===== src/rtl/win7_pkg.sv =====
// Shared definitions for the 7x7 neighbourhood pipeline.
//   WIN_RADIUS  : half-width of the 7x7 window (border rows/cols without a result)
//   wr_state_t  : result-writer FSM states
//   calc_pad()  : raster distance from frame start to the first valid window centre
//   calc_n()    : pixels per frame
package win7_pkg;

    localparam int WIN_RADIUS = 3;

    typedef enum logic [2:0] {
        S_IDLE     = 3'd0,
        S_FILL_TOP = 3'd1,
        S_STREAM   = 3'd2,
        S_FILL_BOT = 3'd3,
        S_DONE     = 3'd4
    } wr_state_t;

    function automatic int calc_pad(input int img_w);
        return WIN_RADIUS * img_w + WIN_RADIUS;
    endfunction

    function automatic int calc_n(input int img_w, input int img_h);
        return img_w * img_h;
    endfunction

endpackage


===== src/rtl/raster_addr_counter.sv =====
// Raster write-address counter with a column counter that tracks addr mod IMG_W.
// Ports:
//   clk, rst      : clock, async active-high reset
//   load          : restart at address 0 / column 0 (wins over en)
//   en            : advance one pixel
//   addr          : current raster address
//   col           : current column (addr mod IMG_W)
//   tc_top        : addr is the last top-border address (PAD-1)
//   tc_stream     : addr is the last streamed address (N-PAD-1)
//   tc_frame      : addr is the last frame address (N-1)
//   col_interior  : column has a valid 7x7 window (not within WIN_RADIUS of an edge)
module raster_addr_counter
    import win7_pkg::*;
#(
    parameter int IMG_W  = 512,
    parameter int IMG_H  = 512,
    parameter int ADDR_W = 18,
    localparam int COL_W = $clog2(IMG_W)
) (
    input  logic              clk,
    input  logic              rst,
    input  logic              load,
    input  logic              en,
    output logic [ADDR_W-1:0] addr,
    output logic [COL_W-1:0]  col,
    output logic              tc_top,
    output logic              tc_stream,
    output logic              tc_frame,
    output logic              col_interior
);

    localparam logic [ADDR_W-1:0] TOP_LAST    = ADDR_W'(calc_pad(IMG_W) - 1);
    localparam logic [ADDR_W-1:0] STREAM_LAST = ADDR_W'(calc_n(IMG_W, IMG_H) - calc_pad(IMG_W) - 1);
    localparam logic [ADDR_W-1:0] FRAME_LAST  = ADDR_W'(calc_n(IMG_W, IMG_H) - 1);
    localparam logic [COL_W-1:0]  COL_LAST    = COL_W'(IMG_W - 1);
    localparam logic [COL_W-1:0]  COL_LO      = COL_W'(WIN_RADIUS);
    localparam logic [COL_W-1:0]  COL_HI      = COL_W'(IMG_W - 1 - WIN_RADIUS);

    always_ff @(posedge clk or posedge rst) begin
        if (rst) begin
            addr <= '0;
            col  <= '0;
        end else if (load) begin
            addr <= '0;
            col  <= '0;
        end else if (en) begin
            addr <= addr + 1'b1;
            // wrap compare instead of a modulo keeps the column path divider-free
            col  <= (col == COL_LAST) ? '0 : col + 1'b1;
        end
    end

    assign tc_top       = (addr == TOP_LAST);
    assign tc_stream    = (addr == STREAM_LAST);
    assign tc_frame     = (addr == FRAME_LAST);
    assign col_interior = (col >= COL_LO) && (col <= COL_HI);

endmodule


===== src/rtl/window_result_writer_7x7.sv =====
// Writes one full W x H result frame to a single-port RAM in raster order.
// Border addresses (no valid 7x7 window) receive BORDER_VAL so that every
// address is written exactly once per frame.
// Ports:
//   clk, rst    : clock, async active-high reset (aborts a frame in progress)
//   start       : frame start pulse, aligned with the first raw pixel upstream
//   in_valid    : window result beat valid
//   in_data     : window result for the current centre pixel
//   mem_we      : RAM write enable
//   mem_addr    : RAM write address
//   mem_wdata   : RAM write data
//   busy        : frame in progress
//   frame_done  : one-cycle pulse after the last write
//   err         : sticky protocol error, cleared by rst or an accepted start
//
// state      | meaning
// S_IDLE     | waiting for start
// S_FILL_TOP | writing BORDER_VAL to 0..PAD-1, one per cycle
// S_STREAM   | one write per in_valid beat, PAD..N-PAD-1
// S_FILL_BOT | writing BORDER_VAL to N-PAD..N-1, one per cycle
// S_DONE     | frame_done pulse, busy drops, back to idle
module window_result_writer_7x7
    import win7_pkg::*;
#(
    parameter int                IMG_W      = 512,
    parameter int                IMG_H      = 512,
    parameter int                DATA_W     = 8,
    parameter int                ADDR_W     = 18,
    parameter logic [DATA_W-1:0] BORDER_VAL = '0
) (
    input  logic              clk,
    input  logic              rst,
    input  logic              start,
    input  logic              in_valid,
    input  logic [DATA_W-1:0] in_data,
    output logic              mem_we,
    output logic [ADDR_W-1:0] mem_addr,
    output logic [DATA_W-1:0] mem_wdata,
    output logic              busy,
    output logic              frame_done,
    output logic              err
);

    localparam int COL_W = $clog2(IMG_W);

    wr_state_t         state, state_nxt;
    logic              cnt_load, cnt_en;
    logic [ADDR_W-1:0] cnt_addr;
    logic [COL_W-1:0]  cnt_col;
    logic              tc_top, tc_stream, tc_frame, col_interior;

    logic              we_nxt, busy_nxt, done_nxt, err_nxt, proto_err;
    logic [ADDR_W-1:0] addr_nxt;
    logic [DATA_W-1:0] wdata_nxt;

    raster_addr_counter #(
        .IMG_W  (IMG_W),
        .IMG_H  (IMG_H),
        .ADDR_W (ADDR_W)
    ) u_cnt (
        .clk          (clk),
        .rst          (rst),
        .load         (cnt_load),
        .en           (cnt_en),
        .addr         (cnt_addr),
        .col          (cnt_col),
        .tc_top       (tc_top),
        .tc_stream    (tc_stream),
        .tc_frame     (tc_frame),
        .col_interior (col_interior)
    );

    // state and registered outputs
    always_ff @(posedge clk or posedge rst) begin
        if (rst) begin
            state      <= S_IDLE;
            mem_we     <= 1'b0;
            mem_addr   <= '0;
            mem_wdata  <= '0;
            busy       <= 1'b0;
            frame_done <= 1'b0;
            err        <= 1'b0;
        end else begin
            state      <= state_nxt;
            mem_we     <= we_nxt;
            mem_addr   <= addr_nxt;
            mem_wdata  <= wdata_nxt;
            busy       <= busy_nxt;
            frame_done <= done_nxt;
            err        <= err_nxt;
        end
    end

    always_comb begin
        state_nxt = state;
        case (state)
            S_IDLE:     if (start)                 state_nxt = S_FILL_TOP;
            S_FILL_TOP: if (tc_top)                state_nxt = S_STREAM;
            S_STREAM:   if (in_valid && tc_stream) state_nxt = S_FILL_BOT;
            S_FILL_BOT: if (tc_frame)              state_nxt = S_DONE;
            S_DONE:                                state_nxt = S_IDLE;
            default:                               state_nxt = S_IDLE;
        endcase
    end

    always_comb begin
        cnt_load  = 1'b0;
        cnt_en    = 1'b0;
        we_nxt    = 1'b0;
        addr_nxt  = mem_addr;
        wdata_nxt = mem_wdata;
        busy_nxt  = busy;
        done_nxt  = 1'b0;

        // beats are only legal while streaming; start only while idle
        proto_err = (in_valid && (state != S_STREAM)) || (start && (state != S_IDLE));
        err_nxt   = err;
        if ((state == S_IDLE) && start) begin
            err_nxt = 1'b0;
        end
        if (proto_err) begin
            err_nxt = 1'b1;
        end

        case (state)
            S_IDLE: begin
                if (start) begin
                    cnt_load = 1'b1;
                    busy_nxt = 1'b1;
                end
            end
            S_FILL_TOP, S_FILL_BOT: begin
                we_nxt    = 1'b1;
                addr_nxt  = cnt_addr;
                wdata_nxt = BORDER_VAL;
                cnt_en    = 1'b1;
            end
            S_STREAM: begin
                if (in_valid) begin
                    we_nxt    = 1'b1;
                    addr_nxt  = cnt_addr;
                    // columns near the row edges hold windows that straddle two rows
                    wdata_nxt = col_interior ? in_data : BORDER_VAL;
                    cnt_en    = 1'b1;
                end
            end
            S_DONE: begin
                done_nxt = 1'b1;
                busy_nxt = 1'b0;
            end
            default: ;
        endcase
    end

endmodule


===== config.mk =====
export PLATFORM = sky130hd
export DESIGN_NAME = window_result_writer_7x7
export DESIGN_NICKNAME = d
export VERILOG_FILES = /design/src/rtl/win7_pkg.sv /design/src/rtl/raster_addr_counter.sv /design/src/rtl/window_result_writer_7x7.sv
export SDC_FILE = /design/constraint.sdc
export NUM_CORES = 1
export LEC_CHECK = 0
export CAP_MARGIN = 20
export CORE_MARGIN = 2
export CORE_UTILIZATION = 53
export CTS_CLUSTER_DIAMETER = 80
export DETAILED_ROUTE_END_ITERATION = 10
export DONT_BUFFER_PORTS = 1
export GPL_TIMING_DRIVEN = 0
export PLACE_DENSITY = 0.77
export SYNTH_ARGS = -nofsm -noshare
export SYNTH_HDL_FRONTEND = slang
export SYNTH_SLANG_ARGS = --single-unit

===== constraint.sdc =====
create_clock -name clk -period 2.76 [get_ports clk]
set_input_delay 0.414 -clock clk [delete_from_list [all_inputs] [get_ports clk]]
set_output_delay 0.414 -clock clk [all_outputs]
set_load 0.02 [all_outputs]

==> summary.md <==
| Metric | Value |
|---|---|
| Clock power share | 0.287 |
| Antenna fix cells | 0 |
| Mapped cell area | 2834 sq um |
| Std cell rows | 26 |
| Clk_skew | 0.006055 ns |
| Internal | 1.739 mW |
| Gate power share | 0.283 |
| Slowest Stage Delay on Critical Path | 0.42 ns |
| Yosys Warn Count | 0 |
| Via count | 2144 |
| Vias/cell | 5.613 |
| Unrepaired setup endpoints after global routing | no |
| Mapped Cells | 294 |
| Die width | 77.13 um |
| Top-Level Pins | 42 |
| Wire per inst | 14.50 um |
| Initial antenna violation count | 0 |
| Number of port buffers | 0 |
| Tightest Pin Transition | 0.6056 ns |
| Critical path arrival | 2.73 ns |
| Sequential group share of total power | 0.430 |
| CTS clk-pin slew, worst paths | 0.07 ns |
| NetSw | 1.041 mW |
| Post-Route WL | 5539 um |
| Worst path slowest cell | nor3_2 |
| TritonCTS Buffers | 9 |
| TritonCTS sink count | 60 |
| Die ar. | 5948 sq um |
| Critical Path End Type | flip-flop |
| Longest Clk Path Bufs | 2 |
| Nets | 325 |
| Total GRT Usage | 0.2104 |
| Die height | 77.13 um |
| Clk Latency, worst-skew pair | 0.35 ns |
| Seq/Total Area, Yosys | 0.5298 |
| CTS root buf | clkbuf_8 |
| Initial DRT Pass Iterations | 5 |
| Post-Place Cells | 365 |
| Largest net degree at the start of global routing | 38 |
| Final hold violation count | 0 |
| Tcrit/Tclk final | 0.8877 |
| Non-Filler Instances | 382 |
| Share of cells above drive strength 1 | 0.1122 |
| Synthesized flop and latch total | 60 |
| Min cycle time layout | 2.450 ns |
| Antenna violation net count after detailed routing | 0 |
| Initial Utilization | 0.5514 |
| VDD IR max | 552.2 uV |
| Sw frac | 0.3744 |
| F_max | 0.4082 GHz |
| Setup violators final | 0 |
| Area contributors post-synth | dfrtp_1 53%, nand2_1 8.7%, xor2_1 4.0%, nor2_1 3.7%, ha_1 2.6% |
| Setup TNS | 0 ns |
| Mean Syn Cell Area | 9.639 sq um |
| CTS tree | done |
| Max Cap Viol | 0 |
| CORE AREA | 5140 sq um |
| Ordered list of cells on the worst path | clkbuf_1, and3_1, and2_1, and4_1, ha_1, clkbuf_1, nor3_2, nand4_1, o21a_1, nor2_1 |
| Pwr dens | 880.3 nW/um^2 |
| Slew margin rel. | 0.5946 |
| Startpoint Class | flip-flop |
| Syn Nets | 312 |
| Max Slew Vio Count | 0 |
| Leak | 1.532 nW |
| Crit-path max FO | 9 |
| Yosys top cell area share | 0.5298 |
| Most common cell on crit path | clkbuf_1 |
| DR DRC count | 0 |
| First-pass GRT wire length | 9604 um |
| Vias in the first global route | 2028 |
| Post-DP HPWL | 3832 um |
| HP Class | in2reg |
| Cell taking the most area after synthesis | dfrtp_1 |
| Final RePlAce weighted congestion | 0.8611 |
| Grt ovf | 0 |
| Netlist cell types | 42 |
| Synth-to-layout area growth | 11.43% |
| Worst Path Required | 3.04 ns |
| Status | completed |
| CP Class | reg2reg |
| Level count of the clock H-tree | 3 |
| Initial drt markers | 130 |
## worst paths after layout
kind | startpoint | endpoint | slack (ns) | cells after the start
setup / recovery | u_cnt.col[3] | u_cnt.col[4] | 0.31 | 10
hold / removal | in_data[6] | mem_wdata[6] | 0.20 | 1
setup reg to reg | u_cnt.col[3] | u_cnt.col[4] | 0.31 | 10
hold reg to reg | u_cnt.addr[17] | mem_addr[17] | 0.54 | 2
max in group asynchronous | rst | mem_addr[17] | 1.64 | 3
min in group asynchronous | rst | u_cnt.addr[13] | 0.56 | 2
## cells in the mapped netlist, drive strengths merged
master	number
o21a	1
xor2	13
or4	2
o31ai	1
dfrtp	60
buf	10
a22o	8
inv	8
nor4	5
xnor2	4
a31oi	5
ha	6
nor3b	1
and3	6
a21oi	10
nor4b	2
nand2	66
o21ai	8
and2	3
nand4	8
o311ai	1
and4	5
nor2	28
nor2b	1
a32o	1
nor3	5
nand4b	1
or2	1
nand3	10
o211ai	3
clkbuf	7
nand3b	2
a21o	1
mux2i	1
## power by group through the flow
stage	clock [mW]	sequential (mW)	combinational (mW)
final	0.799	1.19	0.787
after global routing	0.856	1.22	0.897
after CTS	0.821	1.20	0.791
after detailed placement	0	1.21	0.787
after global placement	0	1.21	0.755
after floorplan	0	1.18	0.613
## cells by family (layout without fill, tap and decap cells)
group / Yosys count / in the layout / synth area share
AO/OA/AOI/OAI: 39 / 39 / 0.09360
XOR/XNOR: 17 / 17 / 0.05254
adder cells (fa/ha/maj): 6 / 6 / 0.02649
buffers and inverters: 25 / 43 / 0.03885
flip-flops: 60 / 60 / 0.5298
multiplexers: 1 / 1 / 0.003532
AND/OR/NAND/NOR: 146 / 146 / 0.2552
## metrics by stage
step	hold slack (ns)	worst slack, ns	total power [mW]	utilization	instance area (sq um)
detailed placement	0.3614	0.1098	1.995	0.5723	2942
global route	0.1919	0.1317	2.970	0.6144	3158
CTS	0.1850	0.09274	2.806	0.6134	3153
global placement	0.5276	0.1540	1.961	0.5684	2922
floorplan	0.4930	0.5038	1.796	-	2834
finish	0.1958	0.3100	2.780	0.6144	3158
## area by class of cell
| class | instances | area, sq um |
|---|---|---|
| Buffer | 17 | 80.08 |
| Timing Repair Buffer | 2 | 30.03 |
| Fill cell | 460 | 1982 |
| Clock buffer | 11 | 151.4 |
| Clock inverter | 5 | 50.05 |
| Sequential cell | 60 | 1501 |
| Inverter | 8 | 30.03 |
| Multi-Input combinational cell | 209 | 1227 |
| Tap cell | 70 | 87.58 |
## placed cells by master, fill, tap and decap left out, drive strengths merged
cell type	instances
nor2	28
and2	3
nor4	5
nor3	5
dfrtp	60
a31oi	5
o31ai	1
dlygate4sd3	1
or2	1
and4	5
a21o	1
o21a	1
or4	2
nand4b	1
nor4b	2
nor2b	1
and3	6
a32o	1
xnor2	4
nand2	66
a22o	8
inv	8
o311ai	1
clkbuf	18
nand3b	2
mux2i	1
ha	6
a21oi	10
o211ai	3
xor2	13
nor3b	1
buf	11
clkinv	4
bufinv	1
nand4	8
nand3	10
o21ai	8
## worst max-delay path, delay by kind of cell (launching register included)
kind	cells	cell delay, ns
AND/OR/NAND/NOR	6	1.29
flip-flops	1	0.36
AO/OA/AOI/OAI	1	0.19
buffers and inverters	2	0.38
adder cells (fa/ha/maj)	1	0.17
## what timing repair did
action,CTS,global route
setup endpoints to repair,0,4
setup buffers,0,0
gates resized for setup,0,1
hold endpoints to repair,23,0
hold buffers,1,0
## per-layer routing
layer / track usage / vias to the layer above / part of all wire
met1: 0.2759 / 1024 / 0.46
met2: 0.3026 / 72 / 0.45
met3: 0.06941 / 18 / 0.056
li1: - / 1030 / -
met5: 0 / - / 0
met4: 0.1250 / 0 / 0.032
## registers in the layout, indices dropped and copies added (netlist names)
| signal | count |
|---|---|
| mem_addr | 18 |
| u_cnt.addr | 18 |
| u_cnt.col | 9 |
| mem_wdata | 8 |
| state | 3 |
| busy | 1 |
| err | 1 |
| frame_done | 1 |
| mem_we | 1 |
Power figures use the tool's default switching activity.
